**src/rtl/mem_sum_pkg.sv**
```systemverilog
// rtl/mem_sum_pkg.sv - shared types and constants for the memory sum master
// Contents: FSM state enum, default widths, word stride.
package mem_sum_pkg;

  localparam int DATA_W     = 32;
  localparam int ADDR_W     = 32;
  localparam int CNT_W      = 6;
  localparam int WORD_BYTES = 4;
  localparam int WORD_SHIFT = $clog2(WORD_BYTES);

  typedef enum logic [1:0] {
    IDLE  = 2'd0,
    READ  = 2'd1,
    WRITE = 2'd2,
    DONE  = 2'd3
  } state_t;

endpackage

```
**src/rtl/mem_sum_addr_gen.sv**
```systemverilog
// rtl/mem_sum_addr_gen.sv - word index counter and data memory address mux
// Ports:
//   clk, reset        clock, synchronous active-high reset
//   clear             zero the index (job accepted)
//   advance           step the index by one word (read cycle)
//   sel_src, sel_dst  drive source-walk or destination address; else 0
//   src_addr          latched source byte address
//   dst_addr          latched destination byte address
//   count             latched word count
//   mem_a             address to the data memory
//   last              current index is the final word of the job
module mem_sum_addr_gen
  import mem_sum_pkg::*;
#(
  parameter int ADDR_W = mem_sum_pkg::ADDR_W,
  parameter int CNT_W  = mem_sum_pkg::CNT_W
) (
  input  logic              clk,
  input  logic              reset,
  input  logic              clear,
  input  logic              advance,
  input  logic              sel_src,
  input  logic              sel_dst,
  input  logic [ADDR_W-1:0] src_addr,
  input  logic [ADDR_W-1:0] dst_addr,
  input  logic [CNT_W-1:0]  count,
  output logic [ADDR_W-1:0] mem_a,
  output logic              last
);

  logic [CNT_W-1:0]  idx_q, idx_d;
  logic [ADDR_W-1:0] src_walk;

  always_comb begin
    idx_d = idx_q;
    if (clear) begin
      idx_d = '0;
    end else if (advance) begin
      idx_d = idx_q + CNT_W'(1);
    end
  end

  always_ff @(posedge clk) begin
    if (reset) begin
      idx_q <= '0;
    end else begin
      idx_q <= idx_d;
    end
  end

  // Only consulted while reading, where count is known to be non-zero.
  assign last = (idx_q == (count - CNT_W'(1)));

  // Byte offset added modulo 2^ADDR_W; low bits of the source pass through.
  assign src_walk = src_addr + (ADDR_W'(idx_q) << WORD_SHIFT);

  always_comb begin
    mem_a = '0;
    if (sel_src) begin
      mem_a = src_walk;
    end else if (sel_dst) begin
      mem_a = dst_addr;
    end
  end

endmodule

```
**src/rtl/mem_sum_master.sv**
```systemverilog
// rtl/mem_sum_master.sv - data memory initiator that sums a word range and writes the result
// Ports:
//   clk, reset            clock, synchronous active-high reset
//   start                 job request, sampled only in IDLE
//   src_addr, dst_addr    first source byte address, result byte address
//   count                 number of words to sum (0 writes 0)
//   mem_a, mem_din, mem_we  data memory address, write data, write enable
//   mem_dout              combinational read data from the data memory
//   busy                  high during READ and WRITE cycles
//   done                  one-cycle pulse after the result write
//   sum, ovf              registered result, sticky carry-out of the sum
module mem_sum_master
  import mem_sum_pkg::*;
#(
  parameter int DATA_W = mem_sum_pkg::DATA_W,
  parameter int ADDR_W = mem_sum_pkg::ADDR_W,
  parameter int CNT_W  = mem_sum_pkg::CNT_W
) (
  input  logic              clk,
  input  logic              reset,
  input  logic              start,
  input  logic [ADDR_W-1:0] src_addr,
  input  logic [ADDR_W-1:0] dst_addr,
  input  logic [CNT_W-1:0]  count,
  output logic [ADDR_W-1:0] mem_a,
  output logic [DATA_W-1:0] mem_din,
  output logic              mem_we,
  input  logic [DATA_W-1:0] mem_dout,
  output logic              busy,
  output logic              done,
  output logic [DATA_W-1:0] sum,
  output logic              ovf
);

  state_t            state_q, state_d;
  logic [ADDR_W-1:0] src_q, src_d;
  logic [ADDR_W-1:0] dst_q, dst_d;
  logic [CNT_W-1:0]  cnt_q, cnt_d;
  logic [DATA_W-1:0] acc_q, acc_d;
  logic [DATA_W-1:0] sum_q, sum_d;
  logic              ovf_q, ovf_d;
  logic              accept;
  logic              last;
  logic [DATA_W:0]   acc_next;

  // One extra bit keeps the carry-out of each accumulation step.
  assign acc_next = {1'b0, acc_q} + {1'b0, mem_dout};

  always_comb begin
    state_d = state_q;
    src_d   = src_q;
    dst_d   = dst_q;
    cnt_d   = cnt_q;
    acc_d   = acc_q;
    sum_d   = sum_q;
    ovf_d   = ovf_q;
    accept  = 1'b0;
    case (state_q)
      IDLE: begin
        if (start) begin
          accept  = 1'b1;
          src_d   = src_addr;
          dst_d   = dst_addr;
          cnt_d   = count;
          acc_d   = '0;
          ovf_d   = 1'b0;
          state_d = (count == '0) ? WRITE : READ;
        end
      end
      READ: begin
        acc_d = acc_next[DATA_W-1:0];
        ovf_d = ovf_q | acc_next[DATA_W];
        if (last) begin
          state_d = WRITE;
        end
      end
      WRITE: begin
        sum_d   = acc_q;
        state_d = DONE;
      end
      DONE: begin
        state_d = IDLE;
      end
      default: begin
        state_d = IDLE;
      end
    endcase
  end

  always_ff @(posedge clk) begin
    if (reset) begin
      state_q <= IDLE;
      src_q   <= '0;
      dst_q   <= '0;
      cnt_q   <= '0;
      acc_q   <= '0;
      sum_q   <= '0;
      ovf_q   <= 1'b0;
    end else begin
      state_q <= state_d;
      src_q   <= src_d;
      dst_q   <= dst_d;
      cnt_q   <= cnt_d;
      acc_q   <= acc_d;
      sum_q   <= sum_d;
      ovf_q   <= ovf_d;
    end
  end

  mem_sum_addr_gen #(
    .ADDR_W (ADDR_W),
    .CNT_W  (CNT_W)
  ) u_addr_gen (
    .clk      (clk),
    .reset    (reset),
    .clear    (accept),
    .advance  (state_q == READ),
    .sel_src  (state_q == READ),
    .sel_dst  (state_q == WRITE),
    .src_addr (src_q),
    .dst_addr (dst_q),
    .count    (cnt_q),
    .mem_a    (mem_a),
    .last     (last)
  );

  // Write data is forced to zero outside WRITE so the shared port stays quiet.
  assign mem_we  = (state_q == WRITE);
  assign mem_din = (state_q == WRITE) ? acc_q : '0;
  assign busy    = (state_q == READ) || (state_q == WRITE);
  assign done    = (state_q == DONE);
  assign sum     = sum_q;
  assign ovf     = ovf_q;

endmodule

```
**config.mk**
```make
export PLATFORM = sky130hd
export DESIGN_NAME = mem_sum_master
export DESIGN_NICKNAME = d
export VERILOG_FILES = /design/src/rtl/mem_sum_pkg.sv /design/src/rtl/mem_sum_addr_gen.sv /design/src/rtl/mem_sum_master.sv
export SDC_FILE = /design/constraint.sdc
export NUM_CORES = 1
export LEC_CHECK = 0
export CAP_MARGIN = 20
export CORE_UTILIZATION = 25
export DETAILED_ROUTE_END_ITERATION = 12
export GPL_ROUTABILITY_DRIVEN = 0
export PLACE_DENSITY_LB_ADDON = 0.25
export SLEW_MARGIN = 30
export SYNTH_ARGS = -nofsm -noshare
export SYNTH_HDL_FRONTEND = slang
export SYNTH_SLANG_ARGS = --single-unit
```
**constraint.sdc**
```tcl
create_clock -name clk -period 2.4 [get_ports clk]
set_input_delay 0.24 -clock clk [delete_from_list [all_inputs] [get_ports clk]]
set_output_delay 0.24 -clock clk [all_outputs]
set_load 0.005 [all_outputs]
```
[Yosys cells after proc, flatten, opt, wreduce, memory -nomap -nowiden]
Cells that the tools add are included.
Word-level totals
  register bits: 143
  input bits: 105
Cells by class
  add/sub/neg operators: 4
  equal/unequal tests: 6
  multiplexer cells: 13
  bitwise logic cells: 1
  reductions and logical operators: 8
Operators with widths (count)
  32-bit two-way mux: 4
  32-bit case mux with 2 select lines: 1
  32-bit by 32-bit adder with 33-bit output: 1
  32-bit by 8-bit adder with 32-bit output: 1
  2-bit case mux with 4 select lines: 1
  6-bit by 1-bit adder with 6-bit output (second input constant): 1
  6-bit equality test: 1
  6-bit zero test: 1
  2-bit two-way mux: 3
  2-bit AND reduction: 3
  6-bit by 1-bit subtractor with 6-bit output (second input constant): 1
  2-bit equality test (second input constant): 2
  2-bit != test (second input constant): 2
  1-bit two-way mux: 3
  2-bit by 1-bit equality test with 1-bit output (second input constant): 1
  2-bit zero test: 1
  1-bit case mux with 2 select lines: 1
  2-bit nonzero test: 1
  2-bit OR reduction: 1
  1-bit logical OR: 1
  1-bit OR: 1

[Logic depth before layout (Yosys ltp)]
Gate-level depths: netlist (run 1).
  depth in word-level cells: 4
  depth in mapped cells: 10
  gate-level depth less buffers: 10

[Cells and area by module]
From an unflattened synthesis (run 1), not the netlist that was laid out.
Second synthesis, totals
  cells, all modules: 1009
  area, all modules: 7956.4 µm²
Modules (own cells, without submodules)
  mem_sum_master: instances 1, cells an instance 790, area an instance 6407.4 µm², seq. area each 2742.6 µm²
  mem_sum_addr_gen: instances 1, cells an instance 219, area an instance 1549.0 µm², seq. area each 120.1 µm²

[Worst setup path after synthesis (run 1)]
No wires, ideal clock.
  path kind: reg-to-output
  start point: register u_addr_gen.idx_q[0]
  end point: output mem_a[24]
  data arrival time: 2.105 ns
  data required time: 2.160 ns
  path slack: 0.055 ns
  cell stages (with the launch flop): 10
  cell sequence: dfxtp_1 ha_1 fa_1 a21o_1 a21oi_1 o21ai_0 nand2_1 or3_1 xor2_1 mux2i_1
On the way
  longest elaborated chain between the ends: 2
Ends and longest elaborated chain
  start, declared: RTL line mem_sum_addr_gen.sv:31  | logic [CNT_W-1:0] idx_q, idx_d;
  start signal, assigned: RTL line mem_sum_addr_gen.sv:47  | idx_q <= idx_d;
  32-bit by 8-bit adder with 32-bit output: RTL line mem_sum_addr_gen.sv:55  | assign src_walk = src_addr + (ADDR_W'(idx_q) << WORD_SHIFT);
  32-bit two-way mux: RTL line mem_sum_addr_gen.sv:59  | if (sel_src) begin
  end, declared: RTL line mem_sum_master.sv:25  | output logic [ADDR_W-1:0] mem_a,
Every way passes these cells.

[Final worst setup path (run 1)]
  start point: register u_addr_gen.idx_q[1]
  end point: output mem_a[29]
The elaborated chain is that of the path after synthesis.

==> run summary, run 1 <==
Peak supply drop: 0.000475 V
Die height: 182 µm
Hold Crit Class: in -> reg
Placed inst area: 11500 µm²
Reg2reg start: acc_q[1]$_SDFFE_PP0P_
Hold path startpoint: reset
Slew headroom: 47.8%
Via-per-instance ratio: 4.68
Status: complete, but fails checks
DRC: 0
Grt ovf: 0
Cells on worst reg2reg path: 10
Overall routing resource usage: 17.0%
Simple-gate portion of the synthesized area: 23.1%
Mux contribution to synthesized area: 2.84%
Row Count: 65
Post-synthesis sequential area ratio: 35.3%
WL final: 28.1 mm
P_leak: 5.22 nW
Number of antenna violations at the first check in global routing: 1
Die width: 182 µm
Post-DRT Antenna Nets: 0
R2r setup slk: 0.11 ns
Num CTS Buffers: 17
Fin. Hold Viols: 0
Wire per inst: 15.7 µm
Yosys top cell area share: 35.3%
Port bufs: 204
Mapped Cells: 1050
Post-synth ARST share: 0%
Tcrit/Tclk final: 118%
Max Buffers Root-to-Sink: 2
Dominant synthesized flop cell: dfxtp_1
Fin worst setup slack: -0.432 ns
Synth Area in Adders: 7.29%
Worst-Skew Late Latency: 0.45 ns
Final min period: 2.83 ns
Met1 GRT Util: 21.6%
Clk root buf: clkbuf_16
Failing checks: setup timing
Largest family of logic cells by synthesized area: simple AND/OR/NAND/NOR gates
Area Overhead vs Synth: 56.2%
Share of cells above drive strength 1: 21.7%
Worst hold slack: 0.157 ns
Leading area contributor after synthesis: dfxtp_1
Clk sinks: 143
TritonCTS clock tree: done
Synthesis-stage register bit count: 143
XOR/XNOR Fraction of Synth Area: 6.70%
Compound-Gate Fraction of Synth Area: 21.0%
Initial Util: 25.6%
Met2 Usage GRT: 28.0%
Detail Placement HPWL: 20.0 mm
Max cap viols: 0
Setup violations, final: 26
Worst Clk Skew: 0.0139 ns
Post-route design area: 12700 µm²
Syn nets: 1201
Busiest grt layer: met2
First-pass GRT wire length: 44.0 mm
Mapped cell area: 8100 µm²
Hold depth: 2
Slew Limit Fails: 0
Vias in the first global route: 8314
RSZ-0062 raised after global routing: yes
Post-synthesis cell type count: 60
Worst-path clk slew: 0.07 ns
Initial DRC count: 397
Worst-case hold path end point: sum[18]$_SDFFE_PP0P_
Mean Syn Cell Area: 7.72 µm²
Worst Path Arrival: 2.59 ns
Routing usage on met3: 3.85%
Power per cell area: 772 nW/µm²
Largest net degree at the start of global routing: 71
Crit Path Class: reg -> out
Ports: 205
Critical Path End Type: output pin
CP Launch Type: register
Ranking of synthesized cells by area: dfxtp_1, nand2_1, a21oi_1, ha_1, xnor2_1
Worst slew pin tran: 0.783 ns
Routed via count: 8381
Fmax: 0.353 GHz
CTS H-tree lvls: 4
Die area: 33100 µm²
Worst r2r dst: acc_q[23]$_SDFFE_PP0P_
Crit-path max FO: 2
Worst Path Required: 2.16 ns
Drt pass-1 iters: 4
Area of the core: 31700 µm²
Setup TNS: -9.04 ns
Total Nets Final: 1526
Syn. warnings: 0
Post-synth EDFFs: 0
[registers in the layout, indices dropped and copies added, names as in the netlist]
name	count
src_q	32
state_q	2
sum	32
acc_q	32
dst_q	32
u_addr_gen.idx_q	6
cnt_q	6
ovf	1
[repair_timing]
item / in CTS / in global routing
pin swaps: 49 / 45
cloned: 1 / 0
gates resized for setup: 184 / 46
setup endpoints to repair: 71 / 43
setup buffers: 16 / 7
hold buffers: 0 / 0
[worst max-delay path, stage by stage (launching register included)]
cell and delay, ns:
dfxtp_2 0.34, ha_4 0.23, a21o_1 0.15, a21o_1 0.21, a2111oi_4 0.38, buf_4 0.19
nor4_4 0.04, buf_4 0.16, nand3_2 0.07, xor2_1 0.15, mux2i_1 0.10, buf_2 0.14
[how the worst max path moves through the flow]
stage,from,endpoint,slack (ns),cells past startpoint
3_3_place_gp,mem_dout[0],acc_q[30]$_SDFFE_PP0P_,-0.51,11
5_1_grt,u_addr_gen.idx_q[1]$_SDFFE_PP0P_,mem_a[29],-0.55,11
6_report,u_addr_gen.idx_q[1]$_SDFFE_PP0P_,mem_a[29],-0.43,11
2_1_floorplan,u_addr_gen.idx_q[0]$_SDFFE_PP0P_,mem_a[24],0.05,9
3_5_place_dp,mem_dout[0],acc_q[30]$_SDFFE_PP0P_,-0.58,11
4_1_cts,u_addr_gen.idx_q[1]$_SDFFE_PP0P_,mem_a[13],-0.46,11
[Yosys cell counts (all sizes together), types with 3 or more instances]
cell type	n
clkbuf	50
buf	5
a211oi	4
ha	44
nand3	17
a2111oi	3
nor3	9
or3	6
or2	3
o21ai	41
nor2b	3
nand2	227
o21a	6
dfxtp	143
inv	20
nor4	8
a21oi	149
a22o	14
a211o	3
nor2	85
nand4	9
and3	6
and2	35
a22oi	12
xor2	24
mux2i	23
xnor2	38
a31oi	4
o21bai	6
o211ai	7
a21o	14
nand2b	10
[layout by cell type, fill, tap and decap left out, types with 14 or more instances in the layout]
cell,count
nand2_1,225
inv_1,18
clkdlybuf4s50_1,174
mux2i_1,23
buf_2,25
a21o_1,14
clkbuf_16,17
and2_1,34
a21oi_1,142
nor2_1,75
ha_1,37
buf_4,140
dfxtp_1,131
xnor2_1,27
a22o_1,14
nand3_1,14
o21ai_0,35
xor2_1,22
[cell type report]
cell class / count / area, µm²
fillers: 3249 / 19100
diodes: 1 / 2.50
well taps: 402 / 503
clock buffers: 19 / 443
repair buffers: 361 / 3220
flip-flops and latches: 143 / 2880
clock inverters: 12 / 111
multi-input cells: 831 / 5420
inverters: 21 / 78.8
[stage by stage]
step	cells	total power, W	worst slack (ns)	utilization (%)
after floorplan	1050	0.00523	0.0548	-
after global placement	1735	0.00693	-0.506	36.2
after detailed placement	1735	0.00696	-0.579	36.2
after CTS	1783	0.00980	-0.464	39.2
after global routing	1790	0.0104	-0.552	39.9
final	1790	0.00977	-0.432	39.9
[logic make-up after synthesis]
group | after synthesis
AND/OR/NAND/NOR | 419
multiplexers | 23
adder cells (fa/ha/maj) | 46
flip-flops | 143
AO/OA/AOI/OAI | 281
XOR/XNOR | 62
buffers and inverters | 76
[power breakdown]
part | switching (W) | internal, W
Combinational | 0.00213 | 0.00193
Clock | 0.00117 | 0.00145
Sequential | 0.000312 | 0.00278
[per-layer routing]
layer | wire [µm] | up-vias | part of all wire [%]
li1 | - | 4267 | -
met1 | 13300 | 3931 | 47
met2 | 13100 | 157 | 47
met3 | 1190 | 26 | 4.2
met4 | 479 | 0 | 1.7
met5 | 0 | - | 0
Note: power is estimated with default switching activity, not from simulation.
==> run 2: changes to the inputs <==
- CTS_CLUSTER_SIZE: unset -> 28
==> results of run 2 <==
The final DEF is identical to that of run 1; final timing and power are the same.
